<file path="src/rtl/wb_pantalla_pkg.sv">
`default_nettype none
// ============================================================================
// Module      : wb_pantalla_pkg
// Description : Shared definitions for the wb_pantalla display slave and its
//               Wishbone pixel initiator: register map, pixel width, FSM
//               state encoding, and small decode helpers.
// Revision    : 1.0 - initial release
// ============================================================================
package wb_pantalla_pkg;

  // Pixel format: {R[3:0], G[3:0], B[3:0]}
  localparam int PIX_W = 12;

  // Register byte offsets inside the display slave block
  localparam logic [31:0] REG_PIXEL = 32'h0000_0000;
  localparam logic [31:0] REG_WEN   = 32'h0000_0004;
  localparam logic [31:0] REG_REN   = 32'h0000_0008;
  localparam logic [31:0] REG_RST   = 32'h0000_000C;

  // Initiator FSM states
  typedef enum logic [3:0] {
    ST_IDLE    = 4'd0,
    ST_RST1    = 4'd1,
    ST_RST0    = 4'd2,
    ST_REN     = 4'd3,
    ST_WEN1    = 4'd4,
    ST_WAITPIX = 4'd5,
    ST_PIX     = 4'd6,
    ST_WEN     = 4'd7
  } state_t;

  // Register targeted by each write state
  function automatic logic [31:0] reg_offset(state_t s);
    case (s)
      ST_RST1, ST_RST0: reg_offset = REG_RST;
      ST_REN:           reg_offset = REG_REN;
      ST_WEN1, ST_WEN:  reg_offset = REG_WEN;
      default:          reg_offset = REG_PIXEL;
    endcase
  endfunction

  // Data written by each write state; the pixel is zero-extended to the bus
  function automatic logic [31:0] write_data(state_t s, logic [PIX_W-1:0] pix);
    case (s)
      ST_PIX:  write_data = {{(32-PIX_W){1'b0}}, pix};
      ST_RST0: write_data = 32'd0;
      default: write_data = 32'd1;
    endcase
  endfunction

  // State that follows a write once it has been acknowledged
  function automatic state_t write_successor(state_t s);
    case (s)
      ST_RST1: write_successor = ST_RST0;
      ST_RST0: write_successor = ST_REN;
      ST_REN:  write_successor = ST_WEN1;
      ST_PIX:  write_successor = ST_WEN;
      default: write_successor = ST_WAITPIX;
    endcase
  endfunction

endpackage
`default_nettype wire

</file>
<file path="src/rtl/wb_pixel_master_pix_fifo.sv">
`default_nettype none
// ============================================================================
// Module      : pix_fifo
// Description : Synchronous pixel FIFO with full/empty flags. The head entry
//               is presented combinationally on rd_data. A push into a full
//               FIFO is dropped even if a pop happens in the same cycle.
// Revision    : 1.0 - initial release
// ============================================================================
module pix_fifo
  import wb_pantalla_pkg::*;
#(
  parameter int WIDTH = PIX_W,
  parameter int DEPTH = 16
) (
  input  logic             clk,
  input  logic             reset,
  input  logic             flush,
  input  logic             wr_en,
  input  logic [WIDTH-1:0] wr_data,
  input  logic             rd_en,
  output logic [WIDTH-1:0] rd_data,
  output logic             full,
  output logic             empty
);

  localparam int c_AW = (DEPTH > 1) ? $clog2(DEPTH) : 1;
  localparam logic [c_AW:0] c_FULL = (c_AW+1)'(DEPTH);

  logic [WIDTH-1:0] r_mem [DEPTH];
  logic [c_AW-1:0]  r_wr_ptr;
  logic [c_AW-1:0]  r_rd_ptr;
  logic [c_AW:0]    r_count;
  logic             w_push;
  logic             w_pop;

  assign full    = (r_count == c_FULL);
  assign empty   = (r_count == '0);
  assign w_push  = wr_en & ~full & ~flush;
  assign w_pop   = rd_en & ~empty & ~flush;
  assign rd_data = r_mem[r_rd_ptr];

  // Pointer and occupancy bookkeeping; pointers wrap naturally (power-of-two depth)
  always_ff @(posedge clk) begin
    if (reset || flush) begin
      r_wr_ptr <= '0;
      r_rd_ptr <= '0;
      r_count  <= '0;
    end else begin
      if (w_push) r_wr_ptr <= r_wr_ptr + 1'b1;
      if (w_pop)  r_rd_ptr <= r_rd_ptr + 1'b1;
      case ({w_push, w_pop})
        2'b10:   r_count <= r_count + 1'b1;
        2'b01:   r_count <= r_count - 1'b1;
        default: r_count <= r_count;
      endcase
    end
  end

  // Storage array; contents need no reset because the pointers define validity
  always_ff @(posedge clk) begin
    if (w_push) r_mem[r_wr_ptr] <= wr_data;
  end

endmodule
`default_nettype wire

</file>
<file path="src/rtl/wb_pixel_master.sv">
`default_nettype none
// ============================================================================
// Module      : wb_pixel_master
// Description : Wishbone write-only initiator that streams RGB444 pixels into
//               the wb_pantalla display slave. On start it runs the init
//               sequence (RST=1, RST=0, REN=1, WEN=1), then issues a PIXEL
//               write followed by a WEN write for every buffered pixel.
//               Each write is held until ack and followed by one idle cycle.
// Options     : WB_PIXEL_TIMEOUT_EN - abort a bus cycle after TIMEOUT_CYCLES
//               without ack, pulse err, flush the FIFO and return to idle.
// Revision    : 1.0 - initial release
// ============================================================================
module wb_pixel_master
  import wb_pantalla_pkg::*;
#(
  parameter logic [31:0] BASE_ADR       = 32'h0000_0000,
  parameter int          FIFO_DEPTH     = 16,
  parameter int          FRAME_PIXELS   = 19200,
  parameter int          TIMEOUT_CYCLES = 255
) (
  input  logic             clk,
  input  logic             reset,
  input  logic             start,
  output logic             busy,
  output logic             frame_done,
  output logic             err,
  input  logic             pix_valid,
  output logic             pix_ready,
  input  logic [PIX_W-1:0] pix_data,
  output logic             wb_cyc_o,
  output logic             wb_stb_o,
  output logic             wb_we_o,
  output logic [31:0]      wb_adr_o,
  output logic [3:0]       wb_sel_o,
  output logic [31:0]      wb_dat_o,
  input  logic             wb_ack_i
);

  localparam logic [14:0] c_LAST_PIX = 15'(FRAME_PIXELS - 1);

  state_t           r_state;
  state_t           w_state_next;
  logic             r_cyc;
  logic             w_cyc_next;
  logic [14:0]      r_pix_cnt;
  logic [14:0]      w_pix_cnt_next;
  logic             r_frame_done;
  logic             w_frame_done_next;
  logic             w_timeout;
  logic             w_pop;
  logic             w_full;
  logic             w_empty;
  logic [PIX_W-1:0] w_head;

  // A pixel leaves the FIFO only once its PIXEL write has been acknowledged
  assign w_pop = r_cyc & wb_ack_i & (r_state == ST_PIX);

  pix_fifo #(
    .WIDTH (PIX_W),
    .DEPTH (FIFO_DEPTH)
  ) u_pix_fifo (
    .clk     (clk),
    .reset   (reset),
    .flush   (w_timeout),
    .wr_en   (pix_valid),
    .wr_data (pix_data),
    .rd_en   (w_pop),
    .rd_data (w_head),
    .full    (w_full),
    .empty   (w_empty)
  );

  assign pix_ready  = ~w_full;
  assign busy       = (r_state != ST_IDLE);
  assign frame_done = r_frame_done;

`ifdef WB_PIXEL_TIMEOUT_EN
  localparam logic [7:0] c_WAIT_LAST = 8'(TIMEOUT_CYCLES - 1);

  logic [7:0] r_wait;
  logic       r_err;

  // Count cycles spent in the current bus cycle without an ack
  always_ff @(posedge clk) begin
    if (reset || !r_cyc || wb_ack_i) r_wait <= '0;
    else                             r_wait <= r_wait + 8'd1;
  end

  assign w_timeout = r_cyc & ~wb_ack_i & (r_wait == c_WAIT_LAST);

  // Single-cycle error pulse following an aborted bus cycle
  always_ff @(posedge clk) begin
    if (reset) r_err <= 1'b0;
    else       r_err <= w_timeout;
  end

  assign err = r_err;
`else
  assign w_timeout = 1'b0;
  assign err       = 1'b0;
`endif

  // State, bus-cycle flag, frame counter and frame pulse registers
  always_ff @(posedge clk) begin
    if (reset) begin
      r_state      <= ST_IDLE;
      r_cyc        <= 1'b0;
      r_pix_cnt    <= '0;
      r_frame_done <= 1'b0;
    end else begin
      r_state      <= w_state_next;
      r_cyc        <= w_cyc_next;
      r_pix_cnt    <= w_pix_cnt_next;
      r_frame_done <= w_frame_done_next;
    end
  end

  // Next-state logic: a write state first raises cyc, then waits for ack,
  // then hands over to its successor with cyc low for one idle cycle
  always_comb begin
    w_state_next      = r_state;
    w_cyc_next        = r_cyc;
    w_pix_cnt_next    = r_pix_cnt;
    w_frame_done_next = 1'b0;

    if (w_timeout) begin
      w_state_next = ST_IDLE;
      w_cyc_next   = 1'b0;
    end else begin
      case (r_state)
        ST_IDLE: begin
          if (start) begin
            w_state_next = ST_RST1;
            w_cyc_next   = 1'b1;
          end
        end
        ST_WAITPIX: begin
          // The gap cycle after WEN is spent here, so PIX may start at once
          if (!w_empty) begin
            w_state_next = ST_PIX;
            w_cyc_next   = 1'b1;
          end
        end
        default: begin
          if (!r_cyc) begin
            w_cyc_next = 1'b1;
          end else if (wb_ack_i) begin
            w_cyc_next   = 1'b0;
            w_state_next = write_successor(r_state);
            if (r_state == ST_WEN) begin
              if (r_pix_cnt == c_LAST_PIX) begin
                w_pix_cnt_next    = '0;
                w_frame_done_next = 1'b1;
              end else begin
                w_pix_cnt_next = r_pix_cnt + 15'd1;
              end
            end
          end
        end
      endcase
    end
  end

  // Bus drive: address/data/select are decoded from the held state while cyc is up
  always_comb begin
    wb_cyc_o = r_cyc;
    wb_stb_o = r_cyc;
    wb_we_o  = r_cyc;
    wb_sel_o = 4'h0;
    wb_adr_o = 32'd0;
    wb_dat_o = 32'd0;
    if (r_cyc) begin
      wb_sel_o = 4'hF;
      wb_adr_o = BASE_ADR + reg_offset(r_state);
      wb_dat_o = write_data(r_state, w_head);
    end
  end

endmodule
`default_nettype wire

</file>
<file path="config.mk">
export PLATFORM = sky130hd
export DESIGN_NAME = wb_pixel_master
export DESIGN_NICKNAME = d
export VERILOG_FILES = /design/src/rtl/wb_pantalla_pkg.sv /design/src/rtl/wb_pixel_master_pix_fifo.sv /design/src/rtl/wb_pixel_master.sv
export SDC_FILE = /design/constraint.sdc
export NUM_CORES = 1
export LEC_CHECK = 0
export ABC_AREA = 1
export CORE_ASPECT_RATIO = 2
export CORE_UTILIZATION = 57
export DETAILED_ROUTE_END_ITERATION = 6
export HOLD_SLACK_MARGIN = 0.1
export PLACE_DENSITY_LB_ADDON = 0.3
export SYNTH_ARGS = -nofsm -noshare
export SYNTH_HDL_FRONTEND = slang
export SYNTH_HIERARCHICAL = 1
export SYNTH_SLANG_ARGS = --single-unit
</file>
<file path="constraint.sdc">
create_clock -name clk -period 5.6 [get_ports clk]
set_input_delay 0.56 -clock clk [delete_from_list [all_inputs] [get_ports clk]]
set_output_delay 0.56 -clock clk [all_outputs]
set_load 0.01 [all_outputs]
</file>
==> results.cfg <==
[clock_tree]
cts.clk_slew.worst_paths_ns = 0.07
cts_repair_resize_count = 0
cts_buffers = 19
cts_sinks = 229
cts_tree = built
cts_hold_buf = 0
root_buffer = clkbuf_16
cts_buffer_depth = 3
cts_setup_buffers = 0
htree_levels = 1
clock_latency_ns = 0.49

[global_route]
globalRouteTotalUtil_pct = 23.0
grt_pass1_vias = 6391
antenna_found_initial = 0
grt.overflow.total = 0
grt_pass1_wl_um = 32700
grt_max_degree = 69

[sta]
period_minus_slack_ns = 4.07
tns_ns = 0
rsz0062_at_grt = false
slew_headroom_pct = 46.6
final_hold_viol_count = 0
setup_viol = 0
tightest_slew_ns = 0.802
slew_violations = 0
fmax_ghz = 0.246
fin_skew_ns = 0.0104
finalCritPeriodShare_pct = 72.7

[floorplanning]
core_area_um2 = 17800
die_area_um2 = 18700
fp.dieH_um = 192
fp-row-count = 69
die_x_um = 97.2
ios = 92
initial_core_util_pct = 58.0

[status]
status = completed

[drt]
ant_nets = 0
drt-total-wl_um = 21100
drt_first_pass_iters = 5
drcViolationCount = 0
vias = 6471
wire_per_inst_um = 18.0
drt-initial-drc-count = 417
viasPerCell = 5.53

[pwr]
p_leak_nw = 4.06
power_density_nw_per_um2 = 302
clockPowerShare_pct = 37.8
p_int_w = 0.00266
switching_share_pct = 21.9
power.switching_w = 0.000747
ir_worst_vdd_uv = 210
pwr-share-comb_pct = 6.9
pwr-share-seq_pct = 55.3

[critical_path]
cp_slowest_cell = clkdlybuf4s50_1
worstPathRequired_ns = 5.04
crit_path_end_kind = output pin
worst-path-buf-inv = 4
crit_path_start_kind = flip-flop
arrival_ns = 3.51
path_class = reg2out
crit_fanout = 49
worstPathCellList = buf_4 > inv_1 > buf_4 > o211ai_1 > o211ai_1 > nand2_1 > nand2_1 > a21oi_1 > clkdlybuf4s50_1
cp_slowest_stage_delay_ns = 0.55
path_delay_family = buffers and inverters

[final_layout]
most-common-layout-cells = edfxtp_1 (192), inv_1 (105), nor2_1 (76)
final_common_cell = edfxtp_1
final_util_pct = 63.5
syn_to_final_growth_pct = 9.39
multi_input_area_um2 = 2940
regArea_um2 = 6510
antenna_cells = 0
layout-drive-gt1-share_pct = 8.05
nNetsFinal = 971
fill_cells = 1379

[logic_synthesis]
ys_ff_latch = 229
postSynthAreaPerCell_um2 = 11.4
synth_cells = 904
syn-cell-area_um2 = 10300
yosysWarnings = 6
yosysSeqAreaShare_pct = 63.0
synthDistinctLibCells = 37

[place]
gp_congestion = 0.853
port_buffers = 40
hpwlAfterDp_um = 13900

[flow_run]
maxCapViolations = 0

[worst_hold_path]
hold_path.class = reg2reg
## final timing paths
check	start	end	slack (ns)	depth (start not counted)
min	r_pix_cnt[11]$_SDFFE_PP0P_	r_pix_cnt[11]$_SDFFE_PP0P_	0.51	2
max reg2reg	wb_cyc_o$_SDFFE_PP0P_	u_pix_fifo/r_count[4]$_SDFFE_PP0P_	3.02	16
min reg2reg	r_pix_cnt[11]$_SDFFE_PP0P_	r_pix_cnt[11]$_SDFFE_PP0P_	0.51	2
max	flip-flop	wb_dat_o[0]	1.53	9
## worst reg2reg max path, cell delays in order (launching register included)
cell and delay [ns]:
dfxtp_1 0.50, nand2_2 0.21, nor4_1 0.21, inv_1 0.06, nor2_1 0.17, nand2_4 0.10, inv_4 0.11, ha_1 0.29
xor2_1 0.22, ha_1 0.18, inv_1 0.04, nand2_2 0.08, nand2_2 0.06, nand3_1 0.08, nand3_1 0.08, nand2_1 0.07
inv_1 0.03
## state kept, by name, summed over array words and instances (netlist names), named ones only
register             count
u_pix_fifo/r_rd_ptr      4
u_pix_fifo/r_mem       192
u_pix_fifo/r_wr_ptr      4
wb_cyc_o                 1
r_state                  3
r_pix_cnt               15
frame_done               1
u_pix_fifo/r_count       5
## metrics by stage
step	power (W)	cells	hold WS (ns)	worst slack [ns]	instance area (um2)
final	0.00341	1170	0.505	1.53	11300
after global routing	0.00351	1170	0.513	1.27	11300
after CTS	0.00343	1170	0.507	1.56	11300
after detailed placement	0.00216	1137	0.493	2.09	10700
after global placement	0.00215	1137	0.480	2.13	10700
after floorplan	0.00210	957	0.462	3.27	10500
## cells by family (layout without fill, tap and decap cells)
kind of cell	count (synthesis)	after routing	share of synthesized area (%)
multiplexers	49	49	4.75
other	1	54	0.0363
flip-flops	229	229	63.0
adder cells (fa/ha/maj)	9	9	1.09
buffers and inverters	204	204	10.4
AO/OA/AOI/OAI	185	185	10.3
AND/OR/NAND/NOR	217	217	9.55
XOR/XNOR	10	10	0.849
## power by group through the flow
stage	logic, W	registers (W)	clock network [W]
after floorplan	0.000187	0.00191	0
after global placement	0.000233	0.00192	0
after detailed placement	0.000235	0.00192	0
after CTS	0.000237	0.00188	0.00131
after global routing	0.000261	0.00189	0.00136
final	0.000237	0.00189	0.00129
## layout make-up
| type | instances | area share [%] |
|---|---|---|
| Clock buffer | 24 | 4.57 |
| Clock inverter | 9 | 0.742 |
| Inverter | 110 | 3.68 |
| Multi-Input combinational cell | 524 | 26.0 |
| Sequential cell | 229 | 57.7 |
| Tap cell | 213 | 2.36 |
| Timing Repair Buffer | 61 | 4.94 |
## Yosys cell counts (all sizes together)
cell type | instances | share of area (%)
mux2i | 49 | 4.8
inv | 110 | 4.0
a21oi | 64 | 3.1
nor3 | 2 | 0.097
or2 | 1 | 0.061
xnor2 | 2 | 0.17
nor2 | 83 | 3.3
conb | 1 | 0.036
buf | 77 | 5.8
o211ai | 48 | 3.5
clkbuf | 17 | 0.62
nand3 | 37 | 2.0
ha | 9 | 1.1
nand2 | 81 | 3.3
a21boi | 1 | 0.073
dfxtp | 37 | 7.2
o211a | 1 | 0.097
nand4 | 11 | 0.67
edfxtp | 192 | 56
xor2 | 8 | 0.68
o21ai | 70 | 3.4
nor4 | 1 | 0.061
a31o | 1 | 0.085
nor3b | 1 | 0.073
## layer usage
metal	part of all wire, %	vias to the layer above	GRT usage (%)
li1	-	3112	-
met1	36	3042	24.9
met2	53	238	42.5
met3	5.2	79	2.83
met4	6.1	0	14.3
met5	0	-	0
No activity file was read; power rests on OpenSTA's default activity.
